### config.mk
export PLATFORM = sky130hd
export DESIGN_NAME = instr_fetch_seq
export DESIGN_NICKNAME = d
export VERILOG_FILES = /design/src/rtl/instr_fetch_seq.sv
export SDC_FILE = /design/constraint.sdc
export NUM_CORES = 1
export LEC_CHECK = 0
export ABC_AREA = 1
export CORE_AREA = 3 3 104 106
export CTS_CLUSTER_DIAMETER = 40
export DETAILED_ROUTE_END_ITERATION = 10
export DIE_AREA = 0 0 107 109
export HOLD_SLACK_MARGIN = 0.15
export PLACE_DENSITY = 0.55
export RECOVER_POWER = 25
export SKIP_CTS_REPAIR_TIMING = 1
export SLEW_MARGIN = 25
export SYNTH_ARGS = -nofsm -noshare
export SYNTH_HDL_FRONTEND = slang
export SYNTH_SLANG_ARGS = --single-unit
### constraint.sdc
create_clock -name clk -period 3.7 [get_ports clk]
set_clock_uncertainty 0.15 [all_clocks]
set_input_delay 0.37 -clock clk [delete_from_list [all_inputs] [get_ports clk]]
set_output_delay 0.37 -clock clk [all_outputs]
set_load 0.01 [all_outputs]
### src/rtl/instr_fetch_seq.sv
// Fetch/PC sequencer: requests instruction words, issues them downstream and selects the next PC.
// Optional macro FETCH_BADOP_EN: undefined opcodes set sticky illegal_op and halt fetching.
module instr_fetch_seq #(
  parameter int              PC_W     = 8,
  parameter logic [PC_W-1:0] RESET_PC = '0
) (
  input  logic            clk,
  input  logic            rst_n,
  output logic            imem_req,
  output logic [PC_W-1:0] imem_addr,
  input  logic            imem_ready,
  input  logic [31:0]     imem_rdata,
  output logic            instr_valid,
  input  logic            instr_accept,
  output logic [31:0]     instr,
  output logic [3:0]      opcode,
  output logic [5:0]      rd,
  output logic [5:0]      rs,
  output logic [5:0]      rt,
  output logic [PC_W-1:0] pc_out,
  input  logic            ctl_valid,
  input  logic            jump,
  input  logic            jumpMem,
  input  logic            branchZ,
  input  logic            branchN,
  input  logic            flag_z,
  input  logic            flag_n,
  input  logic [PC_W-1:0] target_addr,
  output logic            illegal_op
);

`ifdef FETCH_BADOP_EN
  typedef enum logic [2:0] {S_IDLE, S_FETCH, S_ISSUE, S_RESOLVE, S_HALT} state_t;
`else
  typedef enum logic [1:0] {S_IDLE, S_FETCH, S_ISSUE, S_RESOLVE} state_t;
`endif

  state_t          r_state;
  state_t          w_next;
  logic [PC_W-1:0] r_pc;
  logic [PC_W-1:0] w_pc_next;
  logic [31:0]     r_instr;
  logic [PC_W-1:0] r_pc_out;
  logic            w_capture;
  logic            w_take;
  logic            w_bad;

  assign w_take = jump | jumpMem | (branchZ & flag_z) | (branchN & flag_n);

`ifdef FETCH_BADOP_EN
  logic r_illegal;
  logic w_set_bad;
  assign w_bad      = (r_instr[31:28] inside {4'b0001, 4'b0010, 4'b1001, 4'b1100, 4'b1101});
  assign illegal_op = r_illegal;
`else
  assign w_bad      = 1'b0;
  assign illegal_op = 1'b0;
`endif

  always_comb begin
    w_next    = r_state;
    w_pc_next = r_pc;
    w_capture = 1'b0;
`ifdef FETCH_BADOP_EN
    w_set_bad = 1'b0;
`endif
    case (r_state)
      S_IDLE:  w_next = S_FETCH;
      S_FETCH: begin
        if (imem_ready) begin
          w_capture = 1'b1;
          w_next    = S_ISSUE;
        end
      end
      S_ISSUE: begin
`ifdef FETCH_BADOP_EN
        if (w_bad) begin
          w_set_bad = 1'b1;
          w_next    = S_HALT;
        end else if (instr_accept) begin
          w_next = S_RESOLVE;
        end
`else
        if (instr_accept) w_next = S_RESOLVE;
`endif
      end
      S_RESOLVE: begin
        if (ctl_valid) begin
          w_pc_next = w_take ? target_addr : r_pc + PC_W'(1);
          w_next    = S_FETCH;
        end
      end
`ifdef FETCH_BADOP_EN
      S_HALT:  w_next = S_HALT;
`endif
      default: w_next = S_IDLE;
    endcase
  end

  always_ff @(posedge clk or negedge rst_n) begin
    if (!rst_n) begin
      r_state  <= S_IDLE;
      r_pc     <= RESET_PC;
      r_instr  <= '0;
      r_pc_out <= '0;
    end else begin
      r_state <= w_next;
      r_pc    <= w_pc_next;
      if (w_capture) begin
        r_instr  <= imem_rdata;
        r_pc_out <= r_pc;
      end
    end
  end

`ifdef FETCH_BADOP_EN
  always_ff @(posedge clk or negedge rst_n) begin
    if (!rst_n)         r_illegal <= 1'b0;
    else if (w_set_bad) r_illegal <= 1'b1;
  end
`endif

  // Request and valid decode straight from the state register; fields slice the held word.
  assign imem_req    = (r_state == S_FETCH);
  assign imem_addr   = r_pc;
  assign instr_valid = (r_state == S_ISSUE) & ~w_bad;
  assign instr       = r_instr;
  assign opcode      = r_instr[31:28];
  assign rd          = r_instr[27:22];
  assign rs          = r_instr[21:16];
  assign rt          = r_instr[15:10];
  assign pc_out      = r_pc_out;

endmodule

==> run summary <==
The run finished with clean final reports. The number of slew-limit violations in the final report was 0. The biggest area consumer among synthesized cells is sky130_fd_sc_hd__dfrtp_1. For this design the ratio of total power to cell area is 847 mW/mm2.

The number of nets handed over by synthesis was 279. The total number of clock tree sinks is 50. The total negative setup slack is 0 ns. The most common cell in the synthesized netlist is sky130_fd_sc_hd__dfrtp_1. The die is 109 um tall. The clock latency of the later-clocked register in the worst-skew pair came out at 0.30 ns. The tree is rooted in a sky130_fd_sc_hd__clkbuf_8. The area taken by flip-flops and latches came out at 0.00125 mm2.

In the synthesized netlist the async set-or-reset flop fraction comes to 100%. The post-route DRC violation count is 0. The post-route clock period utilization came out at 57.8%. In the final layout, the share of cells above drive strength 1 is 13.8%.

Ranked by total cell area, the synthesized netlist is headed by sky130_fd_sc_hd__dfrtp_1 51%, sky130_fd_sc_hd__mux2_4 17%, sky130_fd_sc_hd__buf_4 7.0%. In this run the number of H-tree levels came out at 2. The path class of the tightest hold or removal check is register to register. The number of optimization iterations in the first detailed-route pass came out at 4. The layout has 968 filler cells.

The worst register-to-register path begins at r_state[1]. The largest fanout of any net on the critical path is 4. The number of antenna violations at the first check in global routing is 0. The minimum clock period after layout is 2.14 ns. STA classifies the critical path endpoint as an output pin.

STA puts the critical path data required time at 3.18 ns. The overall power after layout is 3.21 mW. The endpoint of the worst hold path is pc_out[7]. The post-detailed-placement cell area came out at 0.00364 mm2.

The number of nets at the end of the flow came out at 380. The startpoint identified for the worst hold timing path is pc_out[7]. The highest achievable clock rate came out at 0.468 GHz.

The initialized floorplan defines 36 standard-cell rows. Buffers placed on the I/O ports in this run total 122. The number of violations of the max-capacitance limit is 0. The final global-route overflow total is 0. The synthesized cell area came out at 0.00247 mm2.

The first-pass GRT wire length is 9360 um. The category of the critical setup timing path is register to output pin. The final wirelength is 5880 um.

The static leakage is 1.73 nW. The post-layout instance area came out at 0.00379 mm2. The clock tree from TritonCTS is done.

Detailed routing inserted a total of 1823 vias. At the pin with the least slew margin, the transition time is 0.828 ns. Using the TritonRoute via totals, the vias-per-cell ratio works out to 3.98. The area occupied by multi-input gates is 922 um2. The placer congestion estimate is 0.763.

The minimum setup slack among reg-to-reg paths came out at 1.75 ns. The number of global-route vias before repair was 1758. The number of cell instances on the worst register-to-register path is 4.

Entering global routing, the biggest net connects 47 pins. The number of design-rule violations left by the first detailed-router iteration is 84. The top-area cell type share of the netlist area is 50.6%. IR analysis of the VDD net gives a maximum drop of 303 uV.

The worst pin sits at a relative slew slack of 44.8%. The area inside the core boundary is 0.00986 mm2. The average routed wire per standard cell is 12.8 um. In the synthesized netlist the dominant register cell turns out to be sky130_fd_sc_hd__dfrtp_1. Setup repair after global routing left no endpoint under its margin. The synthesized instance count is 223. The placed wire-length estimate came out at 4420 um. The final antenna-violating net count came out at 0. Compared with the post-synthesis result, the final layout area differs by 53.1%. The total global-route track usage is 10.1%.

No sink is reached through more buffers than the 2 on the longest clock path. The total count of hold-check failures in the final report is 0. For this run, the number of Yosys warnings is 0. The number of cells on the worst hold path is 2. Clock-pin slew was measured on the worst setup and hold paths at 0.09 ns.

The die boundary width is 107 um. STA classifies the critical path startpoint as a register. The register area share after synthesis came out at 50.6%.

The synthesized design contains 0 enable-type register cells. Hold is met by 0.343 ns. Setup violations remaining at the end of the flow were counted as 0.

The mean cell area of the mapped netlist is 11.1 um2. The initial cell density of the core came out at 25.1%. The synthesized flop and latch total came out at 50. The count of inserted antenna diode cells came out at 0. The number of I/O pins came out at 124. In the synthesized netlist, the cells that appear most often are 50 x sky130_fd_sc_hd__dfrtp_1, 42 x sky130_fd_sc_hd__nand2_1, 28 x sky130_fd_sc_hd__mux2_4. The number of unique standard cell types used by synthesis came out at 19. The endpoint of the lowest-slack register-to-register path is instr[18].

The number of clock buffers inserted by TritonCTS came out at 5. The overall die area is 0.0117 mm2. The critical path data arrival time is 1.62 ns.
cells by family (layout without fill, tap and decap cells):
kind of cell / count (synthesis) / after routing / share of synthesized area [%]
other: 1 / 1 / 0.152
muxes: 34 / 34 / 19.7
AOI/OAI and AO/OA: 25 / 25 / 5.16
buffers and inverters: 50 / 152 / 12.1
and+or+nand+nor: 57 / 57 / 9.36
xor gates and xnor gates: 1 / 1 / 0.354
DFF: 50 / 50 / 50.6
adders and majority gates: 5 / 5 / 2.53
metrics by stage:
stage | cells | utilization (%) | setup slack (ns)
global placement | 449 | 36.9 | 1.59
CTS | 457 | 38.3 | 1.53
global route | 458 | 38.4 | 1.47
floorplan | 223 | - | 2.12
finish | 458 | 38.4 | 1.56
detailed placement | 449 | 36.9 | 1.55
flip-flops by register name (all words and copies together), names as in the netlist:
name / flops
instr: 32
imem_addr: 8
pc_out: 8
r_state: 2
critical path, cell delays in order, from the launching register on:
cell and delay, ns:
sky130_fd_sc_hd__dfrtp_1 0.42, sky130_fd_sc_hd__inv_1 0.10, sky130_fd_sc_hd__ha_1 0.23, sky130_fd_sc_hd__clkdlybuf4s50_1 0.57
final cells by class:
type / instances / area share, %
Tap cell: 133 / 4.40
Multi-Input combinational cell: 123 / 24.4
Clock inverter: 3 / 1.82
Clock buffer: 5 / 1.82
Timing Repair Buffer: 124 / 32.6
Sequential cell: 50 / 33.0
Inverter: 20 / 1.98
power by group:
part | switching (mW) | total, mW | internal (mW)
Sequential | 0.221 | 1.04 | 0.819
Clock | 0.187 | 0.458 | 0.271
Combinational | 0.636 | 1.71 | 1.07
worst max-delay path by stage:
stage                    start   endpoint  slack [ns]  depth (start not counted)
floorplan           r_state[1]   instr[0]        2.12                          5
global placement    imem_ready  instr[18]        1.59                          3
detailed placement  imem_ready  instr[18]        1.55                          3
CTS                 r_state[1]   imem_req        1.53                          3
global route        r_state[1]   imem_req        1.47                          3
finish              r_state[1]   imem_req        1.56                          3
layer usage:
metal / GRT usage [%] / vias up / share of wire [%]
li1: - / 899 / -
met1: 14.0 / 848 / 46
met2: 15.9 / 73 / 47
met3: 2.66 / 3 / 6.1
met4: 2.47 / 0 / 0.49
met5: 0 / - / 0
placed cells by master (no fill, tap or decap), types with 6 or more instances in the layout:
cell type,count
sky130_fd_sc_hd__a21oi_1,8
sky130_fd_sc_hd__clkdlybuf4s50_1,120
sky130_fd_sc_hd__dfrtp_1,50
sky130_fd_sc_hd__inv_1,20
sky130_fd_sc_hd__mux2_2,6
sky130_fd_sc_hd__mux2_4,28
sky130_fd_sc_hd__nand2_1,42
sky130_fd_sc_hd__nand3_1,8
sky130_fd_sc_hd__nor2_1,6
sky130_fd_sc_hd__o21ai_0,16
No activity file was read; power rests on OpenSTA's default activity.
